### src/rtl/mips_ctrl_pkg.sv
// Shared encodings for the multi-cycle MIPS sequencer:
// opcodes, ALU/PC-select codes, FSM states and decode classes.
package mips_ctrl_pkg;

  localparam logic [5:0] OP_RTYPE = 6'b000000;
  localparam logic [5:0] OP_ADDI  = 6'b001000;
  localparam logic [5:0] OP_J     = 6'b000010;
  localparam logic [5:0] OP_BEQ   = 6'b000100;
  localparam logic [5:0] OP_BNE   = 6'b000101;
  localparam logic [5:0] OP_BLT   = 6'b001010;
  localparam logic [5:0] OP_BGT   = 6'b001011;

  localparam logic [5:0] FN_ADD = 6'b100000;
  localparam logic [5:0] FN_SUB = 6'b100010;
  localparam logic [5:0] FN_AND = 6'b100100;
  localparam logic [5:0] FN_SLT = 6'b101010;
  localparam logic [5:0] FN_JR  = 6'b001000;

  typedef enum logic [1:0] {
    ALU_ADD = 2'd0,
    ALU_SUB = 2'd1,
    ALU_AND = 2'd2,
    ALU_SLT = 2'd3
  } alu_op_e;

  typedef enum logic [1:0] {
    PC_SEQ    = 2'd0,
    PC_RS     = 2'd1,
    PC_JUMP   = 2'd2,
    PC_BRANCH = 2'd3
  } pc_sel_e;

  typedef enum logic [2:0] {
    S_IDLE,
    S_FETCH,
    S_DECODE,
    S_EXEC,
    S_WB,
    S_HALT,
    S_FAULT
  } state_e;

  typedef enum logic [2:0] {
    C_ALU,
    C_ADDI,
    C_JR,
    C_J,
    C_BR,
    C_ILL
  } cls_e;

  typedef enum logic [1:0] {
    BR_EQ,
    BR_NE,
    BR_LT,
    BR_GT
  } br_e;

  typedef struct packed {
    cls_e    cls;
    alu_op_e alu_op;
    logic    alu_src;
    logic    wr_reg;
    br_e     br;
    logic    illegal;
  } dec_t;

  function automatic logic br_taken(
    input br_e  kind,
    input logic zero,
    input logic lt
  );
    logic t;
    unique case (kind)
      BR_EQ:   t = zero;
      BR_NE:   t = !zero;
      BR_LT:   t = lt;
      BR_GT:   t = !lt && !zero;
      default: t = 1'b0;
    endcase
    return t;
  endfunction

endpackage

### src/rtl/mips_decoder.sv
// Combinational classifier for the latched instruction word.
// Unknown opcode/funct pairs come out as C_ILL with illegal set.
module mips_decoder
  import mips_ctrl_pkg::*;
(
  input  logic [31:0] ir,
  output dec_t        dec
);

  logic [5:0] op;
  logic [5:0] fn;
  logic       unused_ir;

  assign op        = ir[31:26];
  assign fn        = ir[5:0];
  assign unused_ir = ^ir[25:6];

  always_comb begin
    dec         = '0;
    dec.cls     = C_ILL;
    dec.alu_op  = ALU_ADD;
    dec.br      = BR_EQ;
    dec.illegal = 1'b1;
    unique case (1'b1)
      (op == OP_RTYPE) && (fn == FN_ADD): begin
        dec.cls     = C_ALU;
        dec.alu_op  = ALU_ADD;
        dec.wr_reg  = 1'b1;
        dec.illegal = 1'b0;
      end
      (op == OP_RTYPE) && (fn == FN_SUB): begin
        dec.cls     = C_ALU;
        dec.alu_op  = ALU_SUB;
        dec.wr_reg  = 1'b1;
        dec.illegal = 1'b0;
      end
      (op == OP_RTYPE) && (fn == FN_AND): begin
        dec.cls     = C_ALU;
        dec.alu_op  = ALU_AND;
        dec.wr_reg  = 1'b1;
        dec.illegal = 1'b0;
      end
      (op == OP_RTYPE) && (fn == FN_SLT): begin
        dec.cls     = C_ALU;
        dec.alu_op  = ALU_SLT;
        dec.wr_reg  = 1'b1;
        dec.illegal = 1'b0;
      end
      (op == OP_RTYPE) && (fn == FN_JR): begin
        dec.cls     = C_JR;
        dec.illegal = 1'b0;
      end
      op == OP_ADDI: begin
        dec.cls     = C_ADDI;
        dec.alu_op  = ALU_ADD;
        dec.alu_src = 1'b1;
        dec.wr_reg  = 1'b1;
        dec.illegal = 1'b0;
      end
      op == OP_J: begin
        dec.cls     = C_J;
        dec.illegal = 1'b0;
      end
      op == OP_BEQ: begin
        dec.cls     = C_BR;
        dec.alu_op  = ALU_SUB;
        dec.br      = BR_EQ;
        dec.illegal = 1'b0;
      end
      op == OP_BNE: begin
        dec.cls     = C_BR;
        dec.alu_op  = ALU_SUB;
        dec.br      = BR_NE;
        dec.illegal = 1'b0;
      end
      op == OP_BLT: begin
        dec.cls     = C_BR;
        dec.alu_op  = ALU_SLT;
        dec.br      = BR_LT;
        dec.illegal = 1'b0;
      end
      op == OP_BGT: begin
        dec.cls     = C_BR;
        dec.alu_op  = ALU_SLT;
        dec.br      = BR_GT;
        dec.illegal = 1'b0;
      end
      default: begin
      end
    endcase
  end

endmodule

### src/rtl/mips_seq_ctrl.sv
// Multi-cycle FETCH/DECODE/EXEC/WB sequencer for the MIPS datapath,
// with halt handshake, retire counter and fault trapping.
module mips_seq_ctrl
  import mips_ctrl_pkg::*;
#(
  parameter int CNT_W         = 32,
  parameter int FETCH_TIMEOUT = 16
) (
  input  logic             clk,
  input  logic             reset,
  output logic             imem_req,
  input  logic             imem_ack,
  input  logic [31:0]      imem_rdata,
  input  logic             alu_zero,
  input  logic             alu_lt,
  input  logic             halt_req,
  output logic [31:0]      ir,
  output logic             alu_src,
  output logic [1:0]       alu_op,
  output logic             reg_write,
  output logic             pc_load,
  output logic [1:0]       pc_sel,
  output logic [CNT_W-1:0] retired,
  output logic             halted,
  output logic             fault
);

  localparam int TO_W = $clog2(FETCH_TIMEOUT + 1);

  state_e           state_q, state_d;
  logic [31:0]      ir_q, ir_d;
  logic [TO_W-1:0]  to_q, to_d;
  logic [CNT_W-1:0] ret_q, ret_d;
  dec_t             dec;
  state_e           bound_st;

  mips_decoder u_dec (
    .ir  (ir_q),
    .dec (dec)
  );

  assign ir      = ir_q;
  assign retired = ret_q;

  always_ff @(posedge clk or negedge reset) begin
    if (!reset) begin
      state_q <= S_IDLE;
      ir_q    <= '0;
      to_q    <= '0;
      ret_q   <= '0;
    end else begin
      state_q <= state_d;
      ir_q    <= ir_d;
      to_q    <= to_d;
      ret_q   <= ret_d;
    end
  end

  // Outputs are Moore except branch pc_sel, which follows the live flags.
  always_comb begin
    imem_req  = 1'b0;
    alu_src   = 1'b0;
    alu_op    = ALU_ADD;
    reg_write = 1'b0;
    pc_load   = 1'b0;
    pc_sel    = PC_SEQ;
    halted    = 1'b0;
    fault     = 1'b0;
    unique case (state_q)
      S_FETCH: imem_req = 1'b1;
      S_EXEC: begin
        alu_src = dec.alu_src;
        alu_op  = dec.alu_op;
        unique case (dec.cls)
          C_JR: begin
            pc_load = 1'b1;
            pc_sel  = PC_RS;
          end
          C_J: begin
            pc_load = 1'b1;
            pc_sel  = PC_JUMP;
          end
          C_BR: begin
            pc_load = 1'b1;
            pc_sel  = br_taken(dec.br, alu_zero, alu_lt)
                      ? PC_BRANCH : PC_SEQ;
          end
          default: begin
          end
        endcase
      end
      S_WB: begin
        alu_src   = dec.alu_src;
        alu_op    = dec.alu_op;
        reg_write = 1'b1;
        pc_load   = 1'b1;
        pc_sel    = PC_SEQ;
      end
      S_HALT:  halted = 1'b1;
      S_FAULT: fault  = 1'b1;
      default: begin
      end
    endcase
  end

  assign bound_st = halt_req ? S_HALT : S_FETCH;

  always_comb begin
    state_d = state_q;
    ir_d    = ir_q;
    to_d    = to_q;
    ret_d   = ret_q + CNT_W'(pc_load);
    unique case (state_q)
      S_IDLE: state_d = bound_st;
      S_FETCH: begin
        if (imem_ack) begin
          ir_d    = imem_rdata;
          to_d    = '0;
          state_d = S_DECODE;
        end else begin
          to_d = to_q + 1'b1;
          if (to_q == TO_W'(FETCH_TIMEOUT - 1)) begin
            state_d = S_FAULT;
          end
        end
      end
      S_DECODE: state_d = dec.illegal ? S_FAULT : S_EXEC;
      S_EXEC:   state_d = dec.wr_reg ? S_WB : bound_st;
      S_WB:     state_d = bound_st;
      S_HALT: begin
        if (!halt_req) begin
          state_d = S_FETCH;
        end
      end
      S_FAULT: state_d = S_FAULT;
      default: state_d = S_FAULT;
    endcase
  end

endmodule

### config.mk
export PLATFORM = sky130hd
export DESIGN_NAME = mips_seq_ctrl
export DESIGN_NICKNAME = d
export VERILOG_FILES = /design/src/rtl/mips_ctrl_pkg.sv /design/src/rtl/mips_decoder.sv /design/src/rtl/mips_seq_ctrl.sv
export SDC_FILE = /design/constraint.sdc
export NUM_CORES = 1
export LEC_CHECK = 0
export CAP_MARGIN = 0
export CORE_ASPECT_RATIO = 2
export CORE_MARGIN = 2
export CORE_UTILIZATION = 49
export DETAILED_ROUTE_END_ITERATION = 7
export HOLD_SLACK_MARGIN = 0.15
export PLACE_DENSITY = 0.87
export SLEW_MARGIN = 0
export SYNTH_ARGS = -nofsm -noshare
export SYNTH_HDL_FRONTEND = slang
export SYNTH_SLANG_ARGS = --single-unit
### constraint.sdc
create_clock -name clk -period 4.7 [get_ports clk]
set_input_delay 0.94 -clock clk [delete_from_list [all_inputs] [get_ports clk]]
set_output_delay 0.94 -clock clk [all_outputs]
set_load 0.01 [all_outputs]
## Word-level counts from Yosys, hierarchy flattened

Cells that the tools add are included.

- Flip-flop bits (word level): 72
- Bits of input ports: 38
- Output and inout bits: 74
- Word-level logic and storage cells: 81

- Add/subtract/negate cells: 2
- Eq/ne operators: 26
- Mux-type cells: 27
- Reduce and logical (&&, ||, !) cells: 22

Operator list:

| cell | number |
|---|---|
| adder 32 x 1 -> 32 bit | 1 |
| one-hot mux 3 bit (5 select lines) | 2 |
| == test 6 x 4 -> 1 bit (second input constant) | 4 |
| == test 6 bit (second input constant) | 4 |
| two-way mux 3 bit | 6 |
| one-hot mux 2 bit (3 select lines) | 3 |
| == test 3 x 2 -> 1 bit (second input constant) | 4 |
| == test 3 bit (second input constant) | 4 |
| == test 6 x 3 -> 1 bit (second input constant) | 2 |
| OR reduction 11 bit | 1 |
| two-way mux 1 bit | 10 |
| OR reduction 3 bit | 3 |
| OR reduction 4 bit | 2 |
| == test 6 x 2 -> 1 bit (second input constant) | 1 |
| logical AND 1 bit | 6 |
| zero test 6 bit | 1 |
| two-way mux 2 bit | 3 |
| adder 5 x 1 -> 5 bit (second input constant) | 1 |
| == test 5 x 4 -> 1 bit (second input constant) | 1 |
| two-way mux 5 bit | 1 |
| OR reduction 5 bit | 1 |
| == test 2 bit (second input constant) | 2 |
| one-hot mux 1 bit (4 select lines) | 1 |
| AND reduction 2 bit | 2 |
| other kinds (9) | 11 |

## Depth between registers and ports, before layout

- Depth after elaboration: 10
- Mapped depth: 11
- Mapped depth without buffers: 10

## By module

From an unflattened synthesis, not the netlist that was laid out.

- Cells, all modules: 301
- Area total of the unflattened synthesis: 3,656.0 µm²

Modules (own cells, without submodules):

| module | times used | cells each | area an instance (µm²) | seq. area each (µm²) |
|---|---|---|---|---|
| mips_seq_ctrl | 1 | 264 | 3,409.5 | 1,801.7 |
| mips_decoder | 1 | 37 | 246.5 | 0.0 |

## Worst setup path before layout

OpenSTA, ideal clock, no wires.

- Kind: register to register
- Start: register ir_q[27] (netlist: ir[27])
- End: register ret_q[18] (netlist: retired[18])
- Setup time: 0.126 ns
- Data arrival time: 2.573 ns
- Required time: 4.574 ns
- Path slack: 2.000 ns
- Cell stages (with the launch flop): 10
- Buffers on the path: 0
- Period minus slack after synthesis: 2.700 ns
- Cells stage by stage: dfrtp_1 -> or3b_2 -> a311oi_1 -> a31o_2 -> ha_1 -> ha_1 -> nand3_1 -> nor2_1 -> nand4_1 -> xnor2_1

- Cells in the longest elaborated chain, start to end: 9
- Elaborated cells between the ends (all ways): 22
- Those cells by class: 1 x add/sub; 9 x eq/ne; 3 x mux; 9 x reduce/logical

RTL lines:

| what | RTL line | text |
|---|---|---|
| start, declared | mips_seq_ctrl.sv:31 | `logic [31:0] ir_q, ir_d;` |
| start signal, assigned | mips_seq_ctrl.sv:53 | `ir_q <= ir_d;` |
| zero test 6 bit | n/a |  |
| logical AND 1 bit, on equally long branches | n/a |  |
| OR reduction 4 bit (no source line) | n/a |  |
| one-hot mux 3 bit (5 select lines) (*) | mips_decoder.sv:24 | `unique case (1'b1)` |
| == test 3 bit or == test 3 x 2 -> 1 bit (tied branches) | mips_seq_ctrl.sv:74 | `unique case (dec.cls)` |
| OR reduction 3 bit (no source line) (*) | n/a |  |
| two-way mux 1 bit (*) | mips_seq_ctrl.sv:74 |  |
| one-hot mux 1 bit (2 select lines) (*) | mips_seq_ctrl.sv:69 | `unique case (state_q)` |
| named net pc_load | mips_seq_ctrl.sv:21 | `output logic pc_load,` |
| adder 32 x 1 -> 32 bit (*) | mips_seq_ctrl.sv:112 | `ret_d = ret_q + CNT_W'(pc_load);` |
| named net ret_d[18] | mips_seq_ctrl.sv:33 | `logic [CNT_W-1:0] ret_q, ret_d;` |
| end signal, assigned | mips_seq_ctrl.sv:55 | `ret_q <= ret_d;` |
| end, declared | mips_seq_ctrl.sv:33 |  |

Mark *: on every way through the listed nets, which the timed path passes. The rest lies on a longest branch.
A chain may end at the register's enable or synchronous reset.

## Worst setup path after layout

- Start: input port alu_lt
- End: output port pc_sel[0]

- Cells in the longest elaborated chain, start to end: 8

RTL lines:

| what | RTL line | text |
|---|---|---|
| start, declared | mips_seq_ctrl.sv:15 | `input logic alu_lt,` |
| zero test 1 bit | mips_ctrl_pkg.sv:78 | `BR_GT: t = !lt && !zero;` |
| logical AND 1 bit | mips_ctrl_pkg.sv:78 |  |
| one-hot mux 1 bit (4 select lines) (*) | mips_ctrl_pkg.sv:74 | `unique case (kind)` |
| two-way mux 1 bit (*) | mips_seq_ctrl.sv:74 |  |
| two-way mux 1 bit (*) | mips_seq_ctrl.sv:69 |  |
| two-way mux 2 bit (*) | mips_seq_ctrl.sv:86 | `? PC_BRANCH : PC_SEQ;` |
| one-hot mux 2 bit (3 select lines) (*) | mips_seq_ctrl.sv:74 |  |
| two-way mux 2 bit (*) | mips_seq_ctrl.sv:69 |  |
| end, declared | mips_seq_ctrl.sv:22 | `output logic [1:0] pc_sel,` |

Mark *: on every way between the ends. The rest lies on a longest branch, timed or not. The select of a mux whose other input is x is not followed.

==> metrics.md <==
| Metric | Value |
|---|---|
| Outcome | completed |
| Synth Instances | 291 |
| Starting Density | 50.3% |
| Via/cell ratio | 5.39 |
| FF-to-FF End | retired[30] |
| Hold Crit Start | retired[27] |
| Fillers | 468 |
| Crit-path max FO | 2 |
| Power Internal | 1850 µW |
| Maximum root-to-sink buffer count | 2 |
| Reg-to-Reg Start | ir[27] |
| Worst R2R Setup Slack | 1.61 ns |
| Comb pwr share | 36.3% |
| Net count after synthesis | 333 |
| Unique masters post-synth | 47 |
| Cell Rows | 42 |
| Post-synth top area share | 54.5% |
| Post-synth EDFFs | 0 |
| Sequential share of power | 37.5% |
| Leakage | 0.00202 µW |
| RSZ-0062 raised after global routing | no |
| Flops & latches, synth | 72 |
| Synth area leader | dfrtp_1 |
| Setup CP Type | in2out |
| Dpl cells | 482 |
| P_sw | 842 µW |
| Synthesized area per cell | 11.4 µm² |
| Fmax | 285 MHz |
| DRT iter0 DRCs | 61 |
| Hold Buf Count CTS | 0 |
| Final setup fails | 0 |
| Die H | 120 µm |
| Total congestion overflow | 0 |
| Register area share after synthesis | 54.5% |
| Final ANT Viol Nets | 0 |
| Clk pin slew, worst setup/hold paths | 0.06 ns |
| Final core occ | 72.9% |
| Post-CTS resize count | 0 |
| Pins Over Slew Limit | 0 |
| Area contributors post-synth | dfrtp_1 55%, mux2_2 11%, xnor2_1 5.3%, nand2_1 3.6%, xor2_1 2.7% |
| Diode count | 0 |
| Worst Setup Start Kind | input pin |
| Hold Path Class | reg2reg |
| Design Power | 2690 µW |
| Max incr delay on CP | 0.56 ns |
| Synth top cells by count | 72 x dfrtp_1, 32 x mux2_2, 32 x nand2_1, 20 x xnor2_1, 17 x nor2_1 |
| Layout area overhead | 45.0% |
| Area after DPL | 0.00447 mm² |
| Arrival time worst endpoint | 2.57 ns |
| Worst path bufs/invs | 2 |
| CTS Buf Count | 9 |
| IO Count | 112 |
| Clk_skew | 0.00499 ns |
| Tightest Pin Transition | 0.897 ns |
| Crit path required time | 3.76 ns |
| Vias in the first global route | 2781 |
| Final instance area | 0.00479 mm² |
| Final Hold Viols | 0 |
| Htree depth | 3 |
| CP Depth | 6 |
| Core area | 0.00657 mm² |
| Synth warn | 0 |
| Die X | 62.1 µm |
| Most frequent cell after synthesis | dfrtp_1 |
| Largest net degree at the start of global routing | 73 |
| Slowest cell on crit path | clkdlybuf4s50_1 |
| Max_cap viols | 0 |
| Die ar. | 0.00745 mm² |
| Worst r2r path cells | 9 |
| Worst VDD drop | 0.000423 V |
| Initial antenna violation count | 0 |
| First-pass GRT wire length | 12300 µm |
| Finished Layout Cells | 498 |
| Worst setup path end | pc_sel[0] |
| Post-DR wirelength/cell | 15.5 µm |
| Post-synth top flop | dfrtp_1 |
| Root Driver | clkbuf_16 |
| Share of layout cells above drive strength 1 | 14.6% |
| Cells along the critical path | clkdlybuf4s50_1, and4_1, o21ai_0, nand3_1, a21oi_1, clkdlybuf4s50_1 |
| CTS sink cnt | 72 |
| CP dominant cell by count | clkdlybuf4s50_1 |
| Element type at the critical path end | primary output |
| Buffers on Ports | 111 |
| Pwr/cell area | 561 mW/mm² |
| Post-route clock period utilization | 74.7% |
| Switching part of the total | 31.3% |
| GRT Util Overall | 22.3% |
| Final Wtd Congestion | 0.848 |
| Setup bufs post-CTS | 0 |
| CP delay by family, top | buffers and inverters |
| Nets | 447 |
| Worst Setup SP | alu_lt |
| DRC errors left | 0 |
| Worst-Skew Late Latency | 0.33 ns |
| Drt pass-1 iters | 4 |
| Hpwl dp | 5760 µm |
| Async S/R FF share, synth | 100% |
| Overall routed net length | 7740 µm |
| Hold path depth | 1 |
| Min Tclk post-route | 3.51 ns |
| CTS tree | done |
| Synthesized area | 0.00330 mm² |
| Sum Neg Setup Slack | 0 ns |
| Clock power share | 26.2% |
| Max transition margin | 40.2% |
| Via Count | 2686 |
[worst min path at each step]
stage                       end  slack (ns)
finish              retired[27]        0.48
global route        retired[27]        0.50
CTS                 retired[27]        0.49
detailed placement  retired[27]        0.47
global placement    retired[31]        0.46
floorplan               to_q[1]        0.47
[final cells by class]
type | count | area (µm²) | share of cell area, %
clock inverter | 4 | 51.3 | 1.07
inverter | 6 | 22.5 | 0.470
multi-input combinational | 204 | 1420 | 29.7
clock buffer | 12 | 267 | 5.56
timing repair buffer | 112 | 1120 | 23.3
tap | 88 | 110 | 2.30
sequential | 72 | 1800 | 37.6
[power groups by stage]
stage | Sequential [µW] | Clock, µW | Combinational, µW
detailed placement | 1020 | 0 | 985
global placement | 995 | 0 | 954
global route | 1040 | 741 | 1050
CTS | 1010 | 718 | 990
finish | 1010 | 704 | 976
floorplan | 1040 | 0 | 461
[worst reg2reg max path, stage by stage, from the launching register on]
cell	delay (ns)
dfrtp_1	0.48
or3b_2	0.47
a311oi_1	0.41
a31o_2	0.25
ha_1	0.22
ha_1	0.24
nand3_1	0.23
nor3_1	0.41
nand2_1	0.13
xnor2_1	0.14
[per-stage QoR]
stage / hold slack (ns) / worst slack [ns]
after detailed placement: 0.474 / 1.20
after global routing: 0.501 / 1.12
after floorplan: 0.466 / 2.00
after CTS: 0.485 / 1.20
after global placement: 0.457 / 1.30
final: 0.482 / 1.19
[layer usage]
layer	wire length, µm	global-route usage [%]	up-vias
met3	377	4.42	29
met4	392	15.2	0
met5	0	0	-
met2	4320	38.7	102
li1	-	-	1245
met1	2650	22.1	1310
[kinds of logic (layout without fill, tap and decap cells)]
family | Yosys count | after routing | share of synthesized area [%]
mux | 33 | 33 | 11.2
buf+inv | 15 | 134 | 2.39
xor+xnor | 30 | 30 | 7.95
flops | 72 | 72 | 54.5
simple gates | 112 | 112 | 17.5
fa+ha+maj | 4 | 4 | 1.52
compound gates | 25 | 25 | 4.85
[sequential cells by signal, indices dropped and copies added, names as in the netlist]
| register | cells |
|---|---|
| ir | 32 |
| retired | 32 |
| to_q | 5 |
| state_q | 3 |
[cells in the final DEF, fill, tap and decap left out, types with 2 or more instances in the layout]
cell type | synthesis | layout
nor2_1 | 17 | 17
o21ai_0 | 6 | 6
clkbuf_8 | 0 | 3
nor3b_1 | 3 | 3
nand3_1 | 15 | 15
mux2_2 | 32 | 32
a21oi_1 | 7 | 7
nand4_1 | 4 | 4
nor4_1 | 2 | 2
buf_4 | 1 | 2
ha_1 | 4 | 4
a31o_2 | 2 | 2
dfrtp_1 | 72 | 72
clkbuf_16 | 0 | 9
inv_1 | 5 | 5
nand2_1 | 32 | 32
xor2_1 | 10 | 10
nand3b_1 | 2 | 2
nand2b_1 | 3 | 3
a21o_1 | 2 | 2
xnor2_1 | 20 | 20
a31oi_1 | 2 | 2
nor3_1 | 10 | 10
clkdlybuf4s50_1 | 0 | 110
nor2_2 | 3 | 3
and3_1 | 9 | 9
Power figures use the tool's default switching activity.
==> edit 1: new RTL, same settings <==
`FETCH_TIMEOUT`: 16 -> 8.
--- a/src/rtl/mips_seq_ctrl.sv
+++ b/src/rtl/mips_seq_ctrl.sv
@@ -6,3 +6,3 @@
   parameter int CNT_W         = 32,
-  parameter int FETCH_TIMEOUT = 16
+  parameter int FETCH_TIMEOUT = 8
 ) (
Check against the original RTL: not equivalent (a bounded check fails within 10 cycles, from zero or initial values and one cycle with reset low).
==> edit 1 against the original RTL <==
  * Setup slack gained 1.7 ps
  * Sequential cell count shrank 1
  * Area after synthesis shrank 2.4%
  * Via count shrank 6.6%
  * Non-clock buffer count is the same
  * Final area shrank 1.7%
  * Wire length grew 0.68%
Power is not compared: it rests on default switching activity, and its combinational part moved more than twofold at a synthesized area within 25%.
==> edit 1: results (changes against the original RTL) <==
rr_startpoint: "ir[29]"
nNetsFinal: 427  # -4.5%
nClkBuffers: 13  # +1
finClkSkew_ps: 4.93  # -0.0515 ps
num-nonclk-inverters: 7  # +1
grt_usage_pct: 23.6  # +1.2 points
worstHoldStart: "retired[31]"
nMultiInputCombCells: 185  # -9.3%
hold-worst-slack_ps: 476  # -5.50 ps
seq_cells: 71  # -1.4%
routed_wl_microns: 7800  # +0.68%
syn-num-nets: 310  # -6.9%
drive_gt1_share_pct: 13.8  # -0.82 points
ys_types: 45  # -4.3%
cts_buffers: 9  # unchanged
n_fill_cell: 480  # +2.6%
yosys-top-cells-count: "dfrtp_1 (71), mux2_2 (31), xnor2_1 (25)"
worst_r2r_endpoint: "retired[26]"
clk_share_pct: 6.27  # -0.36 points
grt_pass1_wl_microns: 12600  # +2.7%
gp_congestion: 0.859  # +1.3%
synthMuxAreaShare_pct: 11.5  # +0.28 points
hold_end: "retired[31]"
syn_area_per_cell_sq_um: 12.0  # +5.6%
timing.slew.headroom_pct: 39.0  # -1.1 points
status: "finished, final reports clean"
viasPerCell: 5.26  # -2.5%
grt_pass1_vias: 2657  # -4.5%
multi_input_area_sq_um: 1390  # -2.3%
initialDrtViolationCount: 100  # +64%
synth_compound_area_share_pct: 4.62  # -0.23 points
bufAreaShareNonClock_pct: 23.6  # +0.35 points
synth-adder-area-share_pct: 1.16  # -0.35 points
post_drt_wl_per_cell_microns: 16.3  # +5.1%
r2r_cells: 12  # +3
r2r_slack_ps: 1370  # -240 ps
place_ws_ps: 1190  # -8.42 ps
dp.cells: 461  # -4.4%
## edit 1: changes by cell type in the layout (fill, tap and decap cells not counted), sizes merged, moves of 5 or more
cell / unedited run / this run
nand3: 15 / 21
and4: 1 / 6
xor2: 10 / 5
xnor2: 20 / 25
nand2: 32 / 21
nor3: 10 / 4
and3: 9 / 1
nor2: 20 / 9
## edit 1: metal layers
metal | part of all wire (%) | vias to the layer above | global-route usage (%) | wire [microns]
met5 | 0 | - | 0 | 0
met4 | 4.5 | 0 | 13.7 | 349
met3 | 4.4 | 29 | 4.49 | 346
met2 | 57 | 84 | 42.2 | 4460
met1 | 34 | 1207 | 23.4 | 2640
li1 | - | 1188 | - | -
## edit 1: stage by stage
stage          power [mW]  area (sq um)
5_1_grt              1.45          4710
2_1_floorplan       0.679          3220
3_3_place_gp        0.756          4410
6_report             1.39          4710
3_5_place_dp        0.759          4410
4_1_cts              1.41          4710
## edit 1: where the power goes
group	total (mW)	internal, mW	switching [mW]	leakage, nW
clock network	0.646	0.411	0.235	0.151
logic	0.109	0.0667	0.0424	0.969
registers	0.639	0.626	0.0127	0.929
total	1.39	1.10	0.290	2.05
## edit 1: worst max-delay path by stage
stage	slack, ps	from	endpoint	cells after the start
after detailed placement	1190	alu_lt	pc_sel[1]	6
after floorplan	1800	ir[29]	retired[26]	12
final	1190	alu_lt	pc_sel[1]	6
after global placement	1210	alu_lt	pc_sel[1]	6
after global routing	1010	ir[29]	pc_load	6
after CTS	1180	alu_lt	pc_sel[1]	6
## edit 1: worst max-delay path, cell delays in order
cell and delay, ps:
clkdlybuf4s50_1 400, and4_1 180, o21ai_0 150, nand3b_1 130, a211oi_1 210, clkdlybuf4s50_1 570
==> edit 2: new RTL, same settings <==
Made on the original files. Register the output `retired` once more, cleared by the reset; this adds one clock of latency there. The other outputs are not delayed to match.
--- a/src/rtl/mips_seq_ctrl.sv
+++ b/src/rtl/mips_seq_ctrl.sv
@@ -42,3 +42,9 @@
   assign ir      = ir_q;
-  assign retired = ret_q;
+  always_ff @(posedge clk or negedge reset) begin
+    if (!reset) begin
+      retired <= '0;
+    end else begin
+      retired <= ret_q;
+    end
+  end
 
Function: changed (Yosys sat finds a counterexample within 10 cycles, from zero or initial values and one cycle with reset low).
==> edit 2 against the original RTL <==
  * Sequential cell count grew 32
  * Critical endpoint is now pc_sel[1]
  * Maximum frequency decreased by 0.35%
  * Final area increased by 20%
  * Sequential power grew 30%
  * Wire length rose by 20%
  * Count of clock-buffer cells in the layout is 3 lower
  * Non-clock buffer count stayed put
  * Setup slack lost 12 ps
  * Die area is 27% higher
  * Via count is 9.2% higher
  * Area after synthesis grew 28%
  * Total power up 14%
==> edit 2: results (changes against the original RTL) <==
status: "finished, final reports clean"
yosysSeqAreaShare_pct: 61.5  # +7.0 points
hold_path.class: "register to register"
cts.path.max_buffers: 2  # unchanged
antenna_found_initial: 0  # unchanged
grt_pass1_vias: 3003  # +8.0%
worstPathArrival_ps: 2580  # about the same
dp.cells: 518  # +7.5%
finClkSkew_ps: 9.63  # +4.65 ps
nNetsFinal: 471  # +5.4%
dr.pass1.iters: 5  # +1
critical_path.slowest_cell: "clkdlybuf4s50_1"
routed_wl_microns: 9300  # +20%
syn-num-nets: 357  # +7.2%
grt_usage_pct: 20.9  # -1.4 points
viasPerCell: 5.49  # +1.9%
grt_max_degree: 73  # unchanged
p_leak_nw: 2.51  # +24%
synth.area.top_cells: "dfrtp_1 (62%), mux2_2 (7.7%), xnor2_1 (3.9%)"
gp_congestion: 0.900  # +6.1%
initialDrtViolationCount: 221  # +260%
critical_path.max_stage_delay_ps: 550
post_cts_resized: 0  # unchanged
n_fill_cell: 630  # +35%
worstSkewPairLatency_ps: 350  # +20 ps
synthCells: 315  # +8.2%
drive_gt1_share_pct: 14.5  # -0.12 points
irDropWorstVdd_v: 0.000248  # -41%
async_flop_share_pct: 100  # unchanged
grt_pass1_wl_microns: 15200  # +24%
antenna_cells: 0  # unchanged
critPathMaxFanout: 11  # +9
post_drt_wl_per_cell_microns: 17.4  # +12%
dpl.hpwl_microns: 6720  # +17%
htreeDepth: 3  # unchanged
yosys-top-cells-count: "dfrtp_1 (104), mux2_2 (29), nand2_1 (19), xnor2_1 (19), nand4_1 (12)"
portBuffers: 111  # unchanged
ys_types: 57  # +21%
timing.slew.headroom_pct: 37.4  # -2.7 points
## edit 2: changes by cell type after synthesis, sizes merged, moves of 6 or more
cell / before / now
and3: 9 / 3
dfrtp: 72 / 104
nand2: 32 / 19
nand3: 15 / 9
nand4: 5 / 13
nor2: 20 / 9
## edit 2: stage by stage
stage               hold slack [ps]  util, %  total power [mW]  area [sq um]  setup slack [ps]
floorplan                       360        -              1.80          4230              1760
global placement                364     63.5              2.27          5410              1330
detailed placement              375     63.5              2.33          5410              1310
CTS                             387     67.2              3.11          5730              1170
global route                    395     67.2              3.24          5730              1090
finish                          385     67.2              3.08          5730              1180
## edit 2: worst paths after layout
kind	start	to	slack, ps	cells past startpoint
worst max-delay path	ir[27]	pc_sel[1]	1180	5
worst max register to register	ir[27]	ret_q[31]	1460	9
worst min register to register	ret_q[0]	retired[0]	390	0
worst min-delay path	ret_q[0]	retired[0]	390	0
max in group asynchronous	reset	ir[14]	3020	2
min in group asynchronous	reset	ir[25]	710	1
## edit 2: cell type report
type                            instances  area, sq um  share of cell area, %
Inverter                                7         26.3                  0.459
Clock buffer                            9          225                   3.93
Tap cell                              100          125                   2.18
Sequential cell                       104         2600                   45.4
Multi-Input combinational cell        195         1540                   26.9
Timing Repair Buffer                  112         1120                   19.5
Clock inverter                          7         90.1                   1.57
## edit 2: power by group
group,total [mW],switching [mW],internal (mW)
Sequential,1.31,0.202,1.11
Combinational,1.00,0.416,0.584
Clock,0.764,0.341,0.424
Total,3.08,0.959,2.12
## edit 2: per-layer routing
metal	wire (microns)	track usage [%]	vias up
li1	-	-	1349
met1	3390	22.7	1491
met2	5360	38.6	80
met3	335	4.17	14
met4	213	10.1	0
met5	0	0	-
## edit 2: kinds of logic after synthesis
kind of cell | synth area share [%]
xor+xnor | 6.21
compound gates | 5.38
fa+ha+maj | 1.18
buf+inv | 1.98
flops | 61.5
simple gates | 15.0
mux | 8.73
## edit 2: worst max-delay path, delay by kind of cell, from the launching register on
family          cells  cell delay [ps]
flops               1              490
compound gates      3              770
buf+inv             1              550
simple gates        1              430
